[src/rtl/image_downsample_2x.sv]
// 2x image downsampler: reads 2x2 source blocks (or just the top-left pixel) from an
// external memory with fixed read latency and writes one output pixel per block in raster order.
module image_downsample_2x #(
  parameter int BIT_DEPTH    = 8,
  parameter int OLD_WIDTH    = 64,
  parameter int OLD_HEIGHT   = 64,
  parameter int READ_LATENCY = 2
) (
  input  logic                                             clk_in,
  input  logic                                             rst_in,
  input  logic                                             start_in,
  input  logic                                             mode_in,
  output logic [$clog2(OLD_WIDTH*OLD_HEIGHT)-1:0]          ext_read_addr,
  output logic                                             ext_read_addr_valid,
  input  logic [BIT_DEPTH-1:0]                             ext_pixel_in,
  output logic [$clog2(OLD_WIDTH/2*OLD_HEIGHT/2)-1:0]      ext_write_addr,
  output logic                                             ext_write_valid,
  output logic [BIT_DEPTH-1:0]                             ext_pixel_out,
  output logic                                             busy_out,
  output logic                                             resize_done
);

  localparam int RA = $clog2(OLD_WIDTH*OLD_HEIGHT);
  localparam int WA = $clog2(OLD_WIDTH/2*OLD_HEIGHT/2);
  localparam int SW = BIT_DEPTH + 2;

  typedef enum logic [2:0] {
    S_IDLE  = 3'd0,
    S_READ  = 3'd1,
    S_WAIT  = 3'd2,
    S_WRITE = 3'd3,
    S_DONE  = 3'd4
  } state_t;

  state_t                    state_r;
  state_t                    state_s;
  logic                      mode_r;
  logic [RA-1:0]             x_r;
  logic [RA-1:0]             y_r;
  logic [1:0]                phase_r;
  logic [15:0]               wait_cnt_r;
  logic [READ_LATENCY-1:0]   vpipe_r;
  logic [SW-1:0]             sum_r;

  logic                      last_read_s;
  logic                      wait_done_s;
  logic                      last_x_s;
  logic                      last_y_s;
  logic [RA-1:0]             nx_s;
  logic [RA-1:0]             ny_s;
  logic                      capture_s;
  logic [SW-1:0]             sum_next_s;
  logic [SW-1:0]             rounded_s;
  logic [BIT_DEPTH-1:0]      result_s;

  // Source address of one of the four taps of the 2x2 block belonging to output (cx, cy).
  function automatic logic [RA-1:0] src_addr(input logic [RA-1:0] cx,
                                             input logic [RA-1:0] cy,
                                             input logic [1:0]    ph);
    logic [RA-1:0] base;
    base = (cy * RA'(2*OLD_WIDTH)) + (cx << 1);
    case (ph)
      2'd0:    src_addr = base;
      2'd1:    src_addr = base + RA'(1);
      2'd2:    src_addr = base + RA'(OLD_WIDTH);
      2'd3:    src_addr = base + RA'(OLD_WIDTH + 1);
      default: src_addr = base;
    endcase
  endfunction

  // Datapath decode: sequencing flags, next coordinates and the pixel about to be written.
  always_comb begin
    last_read_s = mode_r ? (phase_r == 2'd3) : 1'b1;
    wait_done_s = (wait_cnt_r == 16'(READ_LATENCY - 1));
    last_x_s    = (x_r == RA'(OLD_WIDTH/2 - 1));
    last_y_s    = (y_r == RA'(OLD_HEIGHT/2 - 1));
    if (last_x_s) begin
      nx_s = {RA{1'b0}};
      ny_s = y_r + RA'(1);
    end else begin
      nx_s = x_r + RA'(1);
      ny_s = y_r;
    end
    // A sample lands exactly READ_LATENCY cycles after its address was issued.
    capture_s  = vpipe_r[READ_LATENCY-1];
    sum_next_s = sum_r + (capture_s ? {2'b00, ext_pixel_in} : {SW{1'b0}});
    rounded_s  = sum_next_s + SW'(2);
    if (mode_r) begin
      result_s = BIT_DEPTH'(rounded_s >> 2);
    end else begin
      result_s = BIT_DEPTH'(sum_next_s);
    end
  end

  // Next-state logic of the frame sequencer.
  always_comb begin
    state_s = state_r;
    case (state_r)
      S_IDLE:  if (start_in) state_s = S_READ; else state_s = S_IDLE;
      S_READ:  if (last_read_s) state_s = S_WAIT; else state_s = S_READ;
      S_WAIT:  if (wait_done_s) state_s = S_WRITE; else state_s = S_WAIT;
      S_WRITE: if (last_x_s && last_y_s) state_s = S_DONE; else state_s = S_READ;
      S_DONE:  state_s = S_IDLE;
      default: state_s = S_IDLE;
    endcase
  end

  // State register.
  always_ff @(posedge clk_in) begin
    if (rst_in) begin
      state_r <= S_IDLE;
    end else begin
      state_r <= state_s;
    end
  end

  // Datapath and registered outputs; reset also flushes reads still in flight.
  always_ff @(posedge clk_in) begin
    if (rst_in) begin
      mode_r              <= 1'b0;
      x_r                 <= {RA{1'b0}};
      y_r                 <= {RA{1'b0}};
      phase_r             <= 2'd0;
      wait_cnt_r          <= 16'd0;
      vpipe_r             <= {READ_LATENCY{1'b0}};
      sum_r               <= {SW{1'b0}};
      ext_read_addr       <= {RA{1'b0}};
      ext_read_addr_valid <= 1'b0;
      ext_write_addr      <= {WA{1'b0}};
      ext_write_valid     <= 1'b0;
      ext_pixel_out       <= {BIT_DEPTH{1'b0}};
      busy_out            <= 1'b0;
      resize_done         <= 1'b0;
    end else begin
      for (int i = READ_LATENCY - 1; i > 0; i--) begin
        vpipe_r[i] <= vpipe_r[i-1];
      end
      vpipe_r[0] <= ext_read_addr_valid;
      case (state_r)
        S_IDLE: begin
          if (start_in) begin
            mode_r              <= mode_in;
            x_r                 <= {RA{1'b0}};
            y_r                 <= {RA{1'b0}};
            phase_r             <= 2'd0;
            sum_r               <= {SW{1'b0}};
            busy_out            <= 1'b1;
            ext_read_addr_valid <= 1'b1;
            ext_read_addr       <= src_addr({RA{1'b0}}, {RA{1'b0}}, 2'd0);
          end
        end
        S_READ: begin
          sum_r <= sum_next_s;
          if (last_read_s) begin
            ext_read_addr_valid <= 1'b0;
            wait_cnt_r          <= 16'd0;
          end else begin
            phase_r       <= phase_r + 2'd1;
            ext_read_addr <= src_addr(x_r, y_r, phase_r + 2'd1);
          end
        end
        S_WAIT: begin
          sum_r      <= sum_next_s;
          wait_cnt_r <= wait_cnt_r + 16'd1;
          // Present the result during the WRITE cycle itself, folding in the final sample.
          if (wait_done_s) begin
            ext_write_valid <= 1'b1;
            ext_write_addr  <= WA'(y_r * RA'(OLD_WIDTH/2) + x_r);
            ext_pixel_out   <= result_s;
          end
        end
        S_WRITE: begin
          ext_write_valid <= 1'b0;
          sum_r           <= {SW{1'b0}};
          x_r             <= nx_s;
          y_r             <= ny_s;
          phase_r         <= 2'd0;
          if (last_x_s && last_y_s) begin
            busy_out    <= 1'b0;
            resize_done <= 1'b1;
          end else begin
            ext_read_addr_valid <= 1'b1;
            ext_read_addr       <= src_addr(nx_s, ny_s, 2'd0);
          end
        end
        S_DONE: begin
          resize_done <= 1'b0;
        end
        default: begin
          resize_done <= 1'b0;
        end
      endcase
    end
  end

endmodule

[config.mk]
export PLATFORM = sky130hd
export DESIGN_NAME = image_downsample_2x
export DESIGN_NICKNAME = d
export VERILOG_FILES = /design/src/rtl/image_downsample_2x.sv
export SDC_FILE = /design/constraint.sdc
export NUM_CORES = 1
export LEC_CHECK = 0
export ABC_AREA = 1
export CAP_MARGIN = 10
export CORE_MARGIN = 5
export CORE_UTILIZATION = 48
export DETAILED_ROUTE_END_ITERATION = 10
export PLACE_DENSITY = 0.76
export SYNTH_ARGS = -nofsm -noshare
export SYNTH_HDL_FRONTEND = slang
export SYNTH_SLANG_ARGS = --single-unit
[constraint.sdc]
create_clock -name clk_in -period 6.4 [get_ports clk_in]
set_input_delay 1.6 -clock clk_in [delete_from_list [all_inputs] [get_ports clk_in]]
set_output_delay 1.6 -clock clk_in [all_outputs]
set_load 0.05 [all_outputs]
==> flow_summary.json <==
{
  "clkPwrFrac_pct": 42.6,
  "power_density_nw_per_um2": 195,
  "htreeDepth": 3,
  "synth_seq_cells": 92,
  "die_h_um": 119,
  "synth_async_sr_flop_share_pct": 0,
  "r2r_slack_ns": 3.72,
  "core_region_area_um2": 11500,
  "yosys-top-cells-count": "222 x nand2_1, 105 x inv_1, 92 x dfxtp_1",
  "hp-class": "register to register",
  "grt_antenna_before_repair": 0,
  "numCtsBuffers": 9,
  "top_usage_layer": "met2",
  "postRouteAntennaNets": 0,
  "power.internal_mw": 0.923,
  "relSlewSlack_pct": 47.4,
  "hpwl_um": 10300,
  "power_frac_comb_pct": 10.8,
  "clkTransAtPathRegs_ns": 0.07,
  "grt.total_usage_pct": 20.3,
  "drt-total-wl_um": 14200,
  "finalCritPeriodShare_pct": 59.2,
  "synth-edff-count": 0,
  "ys_types": 53,
  "synth_top_area_share_pct": 32.4,
  "synth_area_per_cell_um2": 6.77,
  "initialDrtViolationCount": 410,
  "power_frac_seq_pct": 46.6,
  "place_inst": 1007,
  "die_x_um": 119,
  "io_buffers": 45,
  "yosysMostFrequentCell": "nand2_1",
  "setup.worst_path.start_class": "input pin",
  "fin_tns_setup_ns": 0,
  "cp_common_cell": "nand3_1",
  "cts_tree": "yes",
  "crit_path_max_fanout": 4,
  "grtUsageMet3_pct": 3.55,
  "drt-pass1-iter-count": 5,
  "viasPerCell": 5.39,
  "outcome": "finished clean",
  "fillers": 1150,
  "cpPeakStageDelay_ns": 0.43,
  "overflow": 0,
  "clk_latency_ns": 0.35,
  "syn_to_final_growth_pct": 14.2,
  "synthCells": 841,
  "final-setup-viol-count": 0,
  "dominantRegCellSynth": "dfxtp_1",
  "crit_type": "input pin to register",
  "rows": 39,
  "use_met1_pct": 26.2,
  "die-area_um2": 14100,
  "cts_setup_buffers": 0,
  "synth_nets": 887,
  "power_leakage_nw": 2.74,
  "yosys-top-cells-area": "dfxtp_1 32%, nand2_1 15%, a21oi_1 7.4%",
  "clock_sinks": 92,
  "met2_usage_pct": 33.9,
  "worstPathRequired_ns": 6.61,
  "grt_pass1_wl_um": 23800,
  "cp_slowest_cell": "fa_1",
  "period_needed_ns": 3.79,
  "drc": 0,
  "ys_seq_area_share_pct": 32.4,
  "crit_family": "adder cells",
  "maxSlewViolCount": 0,
  "max_freq_mhz": 264,
  "finalNetCount": 921,
  "vias": 5515,
  "wl_per_cell_um": 13.9,
  "finalPower_mw": 1.27,
  "grt_pass1_vias": 5082,
  "routabilityCongestion": 0.884,
  "crit_chain": "clkdlybuf4s50_1 > nand2_1 > inv_1 > ha_1 > fa_1 > xnor2_1 > inv_1 > ha_1 > nand3_1 > nor2_2 > nand3_1 > o21bai_1 > nand3_1 > nand2_1 > a21oi_1",
  "fin_cells": 1023,
  "cp.buffers_inverters": 3,
  "cp.arrival_ns": 3.99,
  "ios": 46,
  "p_switching_mw": 0.345,
  "cts_buffer_depth": 2,
  "rsz0062_at_grt": "no",
  "drive_gt1_share_pct": 8.18,
  "ctsHoldBuffers": 0,
  "synth_top_area_cell": "dfxtp_1",
  "initial_core_util_pct": 49.4,
  "worstMarginPinSlew_ns": 0.789,
  "drv_cap": 0,
  "post_cts_resize_count": 0,
  "grt_max_degree": 66,
  "yosys_warnings": 0,
  "syn_area_um2": 5690,
  "worstSetupEndpointType": "register",
  "ir_worst_vdd_mv": 0.108,
  "diodes": 0,
  "power.share.switching_pct": 27.2,
  "cts_root_buf": "clkbuf_16",
  "fin_skew_ns": 0.00779,
  "finalHoldViolations": 0
}
==> cell usage in the layout (no fill, tap or decap), types with 4 or more instances in the layout <==
cell and count:
xor2_1 8, nor2_2 5, inv_1 105, xnor2_1 6
nand3_1 55, a21oi_1 84, a211oi_1 5, inv_2 10
clkbuf_16 9, nand2_1 222, o21ai_0 46, nand2_2 12
nor3_1 7, a31oi_1 4, dfxtp_1 92, nor2_1 56
o22ai_1 6, clkdlybuf4s50_1 44, ha_1 30, a21oi_2 8
fa_1 4, nand4_1 10
==> flip-flops by register name, indices dropped and copies added (netlist names) <==
| register | flops |
|---|---|
| ext_write_addr | 10 |
| ext_write_valid | 1 |
| wait_cnt_r | 16 |
| sum_r | 10 |
| ext_read_addr_valid | 1 |
| vpipe_r | 2 |
| resize_done | 1 |
| ext_read_addr | 12 |
| x_r | 12 |
| y_r | 12 |
| mode_r | 1 |
| phase_r | 2 |
| state_r | 3 |
| busy_out | 1 |
| ext_pixel_out | 8 |
==> power by group through the flow <==
stage | logic, mW | registers (mW) | clock network [mW]
final | 0.137 | 0.591 | 0.540
after global routing | 0.150 | 0.593 | 0.568
after CTS | 0.136 | 0.591 | 0.551
after detailed placement | 0.136 | 0.604 | 0
after global placement | 0.135 | 0.604 | 0
after floorplan | 0.0850 | 0.616 | 0
==> worst paths after layout <==
kind,depth (start not counted),end,from
max,15,ext_pixel_out[7],ext_pixel_in[0]
min,2,vpipe_r[1],vpipe_r[0]
min reg2reg,2,vpipe_r[1],vpipe_r[0]
max reg2reg,18,ext_read_addr[11],x_r[1]
==> logic make-up (layout without fill, tap and decap cells) <==
family	after synthesis	in the layout	synth area share [%]
AO/OA/AOI/OAI	171	171	17.0
XOR/XNOR	14	14	2.15
AND/OR/NAND/NOR	388	388	30.6
buffers and inverters	142	181	9.93
flip-flops	92	92	32.4
adder cells (fa/ha/maj)	34	34	8.00
==> cell type report <==
type / count / area, um^2 / area share, %
tap: 143 / 179 / 2.75
timing repair buffer: 46 / 453 / 6.97
clock buffer: 11 / 233 / 3.58
inverter: 119 / 448 / 6.89
clock inverter: 5 / 61.3 / 0.943
multi-input combinational: 607 / 3290 / 50.5
sequential: 92 / 1840 / 28.3
==> routing by layer <==
layer / vias to the layer above / wire length [um]
li1: 2815 / -
met1: 2535 / 6640
met2: 146 / 6610
met3: 19 / 717
met4: 0 / 273
met5: - / 0
==> tightest hold or removal path: stages, from the launching register on <==
cell,delay [ns]
dfxtp_1,0.32
inv_1,0.05
nor2_1,0.03
==> through the flow <==
stage	utilization, %	hold WS [ns]	area, um^2	worst slack, ns
after floorplan	-	0.388	5690	2.95
after global placement	53.9	0.425	6210	2.38
after detailed placement	53.9	0.423	6210	2.30
after CTS	56.5	0.432	6500	2.67
after global routing	56.5	0.457	6500	2.49
final	56.5	0.434	6500	2.61
Note: power is estimated with default switching activity, not from simulation.
